## src/rtl/load_store_unit_if.sv

```systemverilog
// Core-side request/response and word-memory signals of the load/store unit.
// slave = the LSU view, master = core plus data memory view.
interface load_store_unit_if #(
  parameter int ADDR_W = 32,
  parameter int DATA_W = 32
);
  logic              req_valid;
  logic              req_write;
  logic [2:0]        req_funct3;
  logic [ADDR_W-1:0] req_addr;
  logic [DATA_W-1:0] req_wdata;
  logic              stall;
  logic [DATA_W-1:0] load_data;
  logic              access_fault;
  logic [ADDR_W-1:0] mem_address;
  logic [DATA_W-1:0] mem_write_data;
  logic              mem_write_enable;
  logic [DATA_W-1:0] mem_read_data;

  modport slave (
    input  req_valid, req_write, req_funct3, req_addr, req_wdata, mem_read_data,
    output stall, load_data, access_fault, mem_address, mem_write_data, mem_write_enable
  );

  modport master (
    output req_valid, req_write, req_funct3, req_addr, req_wdata, mem_read_data,
    input  stall, load_data, access_fault, mem_address, mem_write_data, mem_write_enable
  );
endinterface

```

## src/rtl/load_store_unit.sv

```systemverilog
// RV32I load/store to word memory: lane steering, load extension, read-modify-write stores.
// Latency: aligned accesses complete in the request cycle; boundary-crossing ones take two (stall=1 in the first).
// LSU_MISALIGNED_EN builds the two-cycle split path; without it crossing accesses fault.
module load_store_unit #(
  parameter int ADDR_W = 32,
  parameter int DATA_W = 32
) (
  input  logic                clk,
  input  logic                rst,
  load_store_unit_if.slave    bus
);

  logic [2:0]        f3;
  logic [1:0]        off;
  logic [2:0]        size;
  logic [2:0]        span;
  logic              legal;
  logic              split;
  logic              split_fault;
  logic [DATA_W-1:0] lane_mask;
  logic [DATA_W-1:0] mask_lo;
  logic [DATA_W-1:0] merge_lo;
  logic [4:0]        sh_lo;
  logic [ADDR_W-1:0] addr_lo;

  assign f3      = bus.req_funct3;
  assign off     = bus.req_addr[1:0];
  assign span    = {1'b0, off} + size;
  assign split   = span > 3'd4;
  assign sh_lo   = {off, 3'b000};
  assign addr_lo = {bus.req_addr[ADDR_W-1:2], 2'b00};

  always_comb begin
    size      = 3'd4;
    lane_mask = 32'hFFFF_FFFF;
    case (f3[1:0])
      2'b00: begin size = 3'd1; lane_mask = 32'h0000_00FF; end
      2'b01: begin size = 3'd2; lane_mask = 32'h0000_FFFF; end
      default: ;
    endcase
  end

  always_comb begin
    legal = 1'b0;
    case (f3)
      3'b000, 3'b001, 3'b010: legal = 1'b1;
      3'b100, 3'b101:         legal = !bus.req_write;
      default:                legal = 1'b0;
    endcase
  end

  // Lanes that fall past byte 3 are shifted out, so this also forms the first half of a split store.
  assign mask_lo  = lane_mask << sh_lo;
  assign merge_lo = (bus.mem_read_data & ~mask_lo) | ((bus.req_wdata << sh_lo) & mask_lo);

  function automatic logic [31:0] extend(input logic [31:0] raw, input logic [2:0] fn);
    case (fn)
      3'b000:  extend = {{24{raw[7]}}, raw[7:0]};
      3'b100:  extend = {24'h0, raw[7:0]};
      3'b001:  extend = {{16{raw[15]}}, raw[15:0]};
      3'b101:  extend = {16'h0, raw[15:0]};
      default: extend = raw;
    endcase
  endfunction

`ifdef LSU_MISALIGNED_EN
  typedef enum logic {IDLE, SECOND} state_t;

  state_t            state;
  logic [DATA_W-1:0] capture;
  logic [2:0]        rem;
  logic [5:0]        sh_hi;
  logic [DATA_W-1:0] mask_hi;
  logic [DATA_W-1:0] merge_hi;
  logic [ADDR_W-1:0] addr_hi;

  assign split_fault = 1'b0;
  assign rem         = 3'd4 - {1'b0, off};
  assign sh_hi       = {rem, 3'b000};
  assign addr_hi     = addr_lo + ADDR_W'(4);
  assign mask_hi     = lane_mask >> sh_hi;
  assign merge_hi    = (bus.mem_read_data & ~mask_hi) | ((bus.req_wdata >> sh_hi) & mask_hi);

  // Capture holds lanes off..3 of the first word right-aligned, ready to OR with the second word.
  always_ff @(posedge clk or posedge rst) begin
    if (rst) begin
      state   <= IDLE;
      capture <= '0;
    end else begin
      case (state)
        IDLE: begin
          if (bus.req_valid && legal && split) begin
            state <= SECOND;
            if (!bus.req_write)
              capture <= bus.mem_read_data >> sh_lo;
          end
        end
        default: state <= IDLE;
      endcase
    end
  end
`else
  assign split_fault = split;
`endif

  always_comb begin
    bus.stall            = 1'b0;
    bus.load_data        = '0;
    bus.access_fault     = 1'b0;
    bus.mem_address      = addr_lo;
    bus.mem_write_data   = bus.mem_read_data;
    bus.mem_write_enable = 1'b0;
`ifdef LSU_MISALIGNED_EN
    if (!rst && state == SECOND) begin
      bus.mem_address = addr_hi;
      if (bus.req_valid) begin
        if (bus.req_write) begin
          bus.mem_write_data   = merge_hi;
          bus.mem_write_enable = 1'b1;
        end else begin
          bus.load_data = extend(capture | (bus.mem_read_data << sh_hi), f3);
        end
      end
    end else
`endif
    if (!rst && bus.req_valid) begin
      if (!legal || split_fault) begin
        bus.access_fault = 1'b1;
      end
`ifdef LSU_MISALIGNED_EN
      else if (split) begin
        bus.stall = 1'b1;
        if (bus.req_write) begin
          bus.mem_write_data   = merge_lo;
          bus.mem_write_enable = 1'b1;
        end
      end
`endif
      else if (bus.req_write) begin
        bus.mem_write_data   = merge_lo;
        bus.mem_write_enable = 1'b1;
      end else begin
        bus.load_data = extend(bus.mem_read_data >> sh_lo, f3);
      end
    end
  end

endmodule
```

## src/flat_wrapper.sv

```systemverilog
// flat-port wrapper written by rule: the top's interface ports become plain ports
module load_store_unit_flat 
#(
  parameter int ADDR_W = 32,
  parameter int DATA_W = 32
)
  (clk, rst, bus_req_valid, bus_req_write, bus_req_funct3, bus_req_addr, bus_req_wdata, bus_mem_read_data, bus_stall, bus_load_data, bus_access_fault, bus_mem_address, bus_mem_write_data, bus_mem_write_enable);
  load_store_unit_if #(.ADDR_W(ADDR_W), .DATA_W(DATA_W)) bus_i ();
  input  logic clk;
  input  logic rst;
  input wire logic [$bits(bus_i.req_valid)-1:0] bus_req_valid;
  input wire logic [$bits(bus_i.req_write)-1:0] bus_req_write;
  input wire logic [$bits(bus_i.req_funct3)-1:0] bus_req_funct3;
  input wire logic [$bits(bus_i.req_addr)-1:0] bus_req_addr;
  input wire logic [$bits(bus_i.req_wdata)-1:0] bus_req_wdata;
  input wire logic [$bits(bus_i.mem_read_data)-1:0] bus_mem_read_data;
  output wire logic [$bits(bus_i.stall)-1:0] bus_stall;
  output wire logic [$bits(bus_i.load_data)-1:0] bus_load_data;
  output wire logic [$bits(bus_i.access_fault)-1:0] bus_access_fault;
  output wire logic [$bits(bus_i.mem_address)-1:0] bus_mem_address;
  output wire logic [$bits(bus_i.mem_write_data)-1:0] bus_mem_write_data;
  output wire logic [$bits(bus_i.mem_write_enable)-1:0] bus_mem_write_enable;
  assign bus_i.req_valid = bus_req_valid;
  assign bus_i.req_write = bus_req_write;
  assign bus_i.req_funct3 = bus_req_funct3;
  assign bus_i.req_addr = bus_req_addr;
  assign bus_i.req_wdata = bus_req_wdata;
  assign bus_i.mem_read_data = bus_mem_read_data;
  assign bus_stall = bus_i.stall;
  assign bus_load_data = bus_i.load_data;
  assign bus_access_fault = bus_i.access_fault;
  assign bus_mem_address = bus_i.mem_address;
  assign bus_mem_write_data = bus_i.mem_write_data;
  assign bus_mem_write_enable = bus_i.mem_write_enable;
  load_store_unit #(.ADDR_W(ADDR_W), .DATA_W(DATA_W)) u_core (.clk(clk), .rst(rst), .bus(bus_i));
endmodule
```

## config.mk

```make
export PLATFORM = sky130hd
export DESIGN_NAME = load_store_unit_flat
export DESIGN_NICKNAME = d
export VERILOG_FILES = /design/src/rtl/load_store_unit_if.sv /design/src/rtl/load_store_unit.sv /design/src/flat_wrapper.sv
export SDC_FILE = /design/constraint.sdc
export NUM_CORES = 1
export LEC_CHECK = 0
export CAP_MARGIN = 0
export CORE_MARGIN = 5
export CORE_UTILIZATION = 35
export DETAILED_ROUTE_END_ITERATION = 6
export PLACE_DENSITY_LB_ADDON = 0.25
export SLEW_MARGIN = 20
export SYNTH_ARGS = -nofsm -noshare
export SYNTH_HDL_FRONTEND = slang
export SYNTH_SLANG_ARGS = --single-unit
```

## constraint.sdc

```tcl
create_clock -name vclk -period 10.1
set_clock_uncertainty 0.15 [all_clocks]
set_input_delay 2.02 -clock vclk [all_inputs]
set_output_delay 2.02 -clock vclk [all_outputs]
set_load 0.005 [all_outputs]
```

Word level (Yosys, flattened, before mapping):

Index checks and enable logic that the tools add are counted.

* reduce and logical (&&, ||, !) cells: 9
* div/mod/pow operators: 0
* $mul: 0
* $add $sub $neg: 1
* bitwise operators: 4
* equal/unequal tests: 5
* shift operators: 3
* mux-type cells: 15
* $lt $le $gt $ge: 1

Operators by type and width (count)
* 32-bit two-way mux: 6
* 32-bit case mux with 4 select lines: 1
* 32-bit AND: 2
* 32-bit case mux with 2 select lines: 1
* 32-bit by 5-bit << shifter with 32-bit output: 2
* 32-bit NOT: 1
* 32-bit bitwise OR: 1
* 32-bit by 5-bit right shift with 32-bit output: 1
* 3-bit equality test, second input constant: 2
* 3-bit case mux with 2 select lines: 1
* 1-bit two-way mux: 5
* 2-bit by 3-bit adder with 3-bit output: 1
* 3-bit by 1-bit equality test with 1-bit output, second input constant: 1
* 3-bit by 2-bit equality test with 1-bit output, second input constant: 1
* 3-bit greater-than comparator, second input constant: 1
* 1-bit zero test: 3
* 3-bit zero test: 1
* 3-bit OR reduction: 1
* 2-bit by 1-bit equality test with 1-bit output, second input constant: 1
* 2-bit zero test: 1
* 1-bit case mux with 2 select lines: 1
* 2-bit OR reduction: 1
* 1-bit logical AND: 1
* 1-bit logical OR: 1

* register bits: 0
* output and inout bits: 99
* bits of input ports: 103
* word-level logic and storage cells: 38
* latch bits: 0
* ROM bits: 0
* memory bits (writable): 0
* memories: 0

Longest topological paths before layout:

* depth after elaboration: 9
* depth in mapped cells: 12
* mapped depth without buffers: 9

Worst setup path after synthesis:

Ideal clock, no wire load.

* kind: input to output
* start: input bus_req_funct3[0]
* end: output bus_mem_write_data[24]
* required time: 7.930 ns
* stages on the path: 12
* path slack: 3.730 ns
* path buffers: 3
* data arrival time: 4.200 ns
* cells stage by stage: buf_6 or2_1 buf_6 clkinv_4 ha_1 inv_1 fa_1 and2_1 o211a_4 and2_1 buf_6 mux2_4

* cells in the longest elaborated chain, start to end: 9
* elaborated cells on any way between the ends: 24
* classes of those cells: add/sub: 1; order compare: 1; eq/ne: 5; shift: 1; mux: 6; bitwise: 4; reduce/logical: 6

Ends and longest elaborated chain
* from (decl): RTL line flat_wrapper.sv:13 `input wire logic [$bits(bus_i.req_funct3)-1:0] bus_req_funct3;`
* 2-bit by 1-bit equality test with 1-bit output / 2-bit zero test (equally long branches): RTL line load_store_unit.sv:36 `case (f3[1:0])`
* 32-bit case mux with 2 select lines: RTL line load_store_unit.sv:36
* 32-bit by 5-bit << shifter with 32-bit output: RTL line load_store_unit.sv:53 `assign mask_lo = lane_mask << sh_lo;`
* 32-bit NOT: RTL line load_store_unit.sv:54 `assign merge_lo = (bus.mem_read_data & ~mask_lo) | ((bus.req_wdata << sh_lo) & mask_lo);`
* 32-bit AND: RTL line load_store_unit.sv:54
* 32-bit bitwise OR: RTL line load_store_unit.sv:54
* 32-bit two-way mux: RTL line load_store_unit.sv:139 `else if (bus.req_write) begin`
* 32-bit two-way mux (*): RTL line load_store_unit.sv:127 `if (!legal || split_fault) begin`
* 32-bit two-way mux (*): RTL line load_store_unit.sv:126 `if (!rst && bus.req_valid) begin`
* to (decl): RTL line flat_wrapper.sv:21 `output wire logic [$bits(bus_i.mem_write_data)-1:0] bus_mem_write_data;`

Every way passes the cells marked *; elsewhere a longest branch is shown, timed or not.

Final worst setup path:

* start: input bus_req_funct3[0]
* end: output bus_mem_write_data[27]

Same word-level chain as after synthesis.

==> results.toml <==
[setup_path]
cp_max_fo = 10
cp_data_arrival_time_ps = 5830
critPathLaunch = "bus_req_funct3[0]"
worstSetupStartpointType = "primary input"
criticalPathCategory = "in -> out"
worstSetupEndpointType = "primary output"
required_ps = 7930
endpoint = "bus_mem_write_data[27]"

[power]
peakVddDrop_mv = 0.02380
power.leakage_nw = 1.311
power_density_nw_per_um2 = 34.76

[finish]
register_area_um2 = 0
multi_input_area_um2 = 1730
layout.nets = 477
diodes = 0
nFlopsAndLatches = 0
n_clock_buffer = 0
fillers = 581
drive_gt1_share_pct = 9.485
area_growth_pct = 50.73

[sta]
rsz0062_at_grt = "false"
setup_slack_ps = 2102
slew_viol_final = 0
min_period_ps = 7998
fin_crit_sh_pct = 79.19
tns_ps = 0
slew_headroom_pct = 38.00
fmax_mhz = 125.0
worst_slew_pin_slew_ps = 930.0
hold_violations = 0
setup_violations = 0

[floorplan]
die_w_um = 88.16
ios = 202
rows = 28
start_util_pct = 36.12
die_h_um = 88.16
core_area_um2 = 5921
fp.dieArea_um2 = 7772

[drt]
antenna_left = 0
wl_met3_um = 780
top_layer_used = "met4"
dr.pass1.iters = 4
routedLengthMet1_um = 3265
avgRoutedWirePerCell_um = 18.27
via_per_inst = 5.354
drc = 0
drt_iter0_drc = 83
wirelength_um = 8110
wl_met2_um = 4001
routed-via-count = 2377

[place]
pre_cts_ws_ps = 2130
gp_congestion = 0.8105
dp_hpwl_um = 5987
io_buffers = 138

[logic_synthesis]
ys_seq_area_share_pct = 0
synthCells = 284
synth_cell_types = 47
syn_area_um2 = 2138
avgSynthCellArea_um2 = 7.529
yosys_warnings = 0

[grt]
antenna_found_initial = 0
overflow = 0
grt_max_degree = 68
grt_pass1_wl_um = 11740
grt_pass1_vias = 2268
grt_use_total_pct = 18.84

[run_status]
status = "finished, final reports clean"

[clocking]
postCtsSetupBuffers = 0
cts_resized = 0
ctsHoldBuffers = 0

[worst_hold_path]
hold_class = "in -> out"

[job]
cap_violations = 0
## area by class of cell
| class | instances | area share [%] |
|---|---|---|
| repair buffers | 139 | 42.78 |
| inverters | 4 | 0.6211 |
| multi-input cells | 226 | 53.69 |
| well taps | 75 | 2.911 |
## metal layers
metal  GRT usage (%)  vias to the layer above
met1           23.26                     1085
met5               0                        -
met4           2.335                        0
met2           33.85                      114
met3           4.610                       12
li1                -                     1166
## how the worst min path moves through the flow
| stage | start | end | slack, ps | depth (start not counted) |
|---|---|---|---|---|
| after floorplan | rst | bus_access_fault | 3920 | 1 |
| after global placement | bus_req_addr[12] | bus_mem_address[12] | 3890 | 0 |
| after detailed placement | bus_req_addr[12] | bus_mem_address[12] | 3890 | 0 |
| after CTS | bus_req_addr[12] | bus_mem_address[12] | 3890 | 0 |
| after global routing | bus_req_addr[19] | bus_mem_address[19] | 3890 | 0 |
| final | bus_req_addr[23] | bus_mem_address[23] | 3890 | 0 |
## cell usage in the layout, fill, tap and decap left out, types with 2 or more instances in the layout
cell type and count:
a211oi_1 22, a21o_1 9, a21oi_1 17, and2_1 9
buf_2 2, clkdlybuf4s50_1 136, conb_1 3, ha_1 2
inv_2 2, mux2_1 8, mux2_4 17, mux2i_1 32
nand2_1 20, nand2b_1 2, nor2_1 10, nor2b_1 15
nor3b_1 2, o21ai_0 22, o21ai_1 12, or3_1 2
## synth_stat cells (all sizes together) (2+ instances only)
master | number | area, µm²
clkbuf | 6 | 22.52
and2 | 9 | 56.30
a21oi | 17 | 85.08
nand2 | 21 | 81.33
mux2i | 32 | 320.3
or3 | 2 | 12.51
mux2 | 26 | 356.6
nor3b | 2 | 15.01
nor2b | 16 | 102.6
nand2b | 2 | 12.51
o21ai | 35 | 186.4
a211oi | 23 | 177.7
nor2 | 10 | 37.54
buf | 50 | 372.8
a21o | 9 | 67.56
ha | 2 | 25.02
inv | 3 | 11.26
## cell families after synthesis
kind of cell	synth area share (%)
other cells	0.1754
compound gates	27.62
simple gates	18.26
fa+ha+maj	2.106
xor+xnor	0.7609
buf+inv	19.43
mux	31.66
## critical path, stage by stage
cell and delay [ps]:
clkdlybuf4s50_1 600, or2_1 530, clkinv_4 120, ha_1 140
inv_1 50, fa_1 490, and2_1 220, o211a_4 240
and2_1 600, mux2_4 350, clkdlybuf4s50_1 460
## report_power, final
group	total [W]	internal (W)	leakage, nW	switching, W
clock	0	0	0	0
combinational	0.000112	0.0000655	1.31	0.0000465
sequential	0	0	0	0
## metrics by stage
stage               instances  hold WS (ps)  cell area, µm²  utilization [%]  total power [W]
floorplan                 286          3923            2146                -       0.00006479
global placement          444          3890            3223            54.44        0.0001110
detailed placement        444          3890            3223            54.44        0.0001117
CTS                       444          3890            3223            54.44        0.0001125
global route              444          3890            3223            54.44        0.0001215
finish                    444          3890            3223            54.44        0.0001120
No activity file was read; power rests on OpenSTA's default activity.
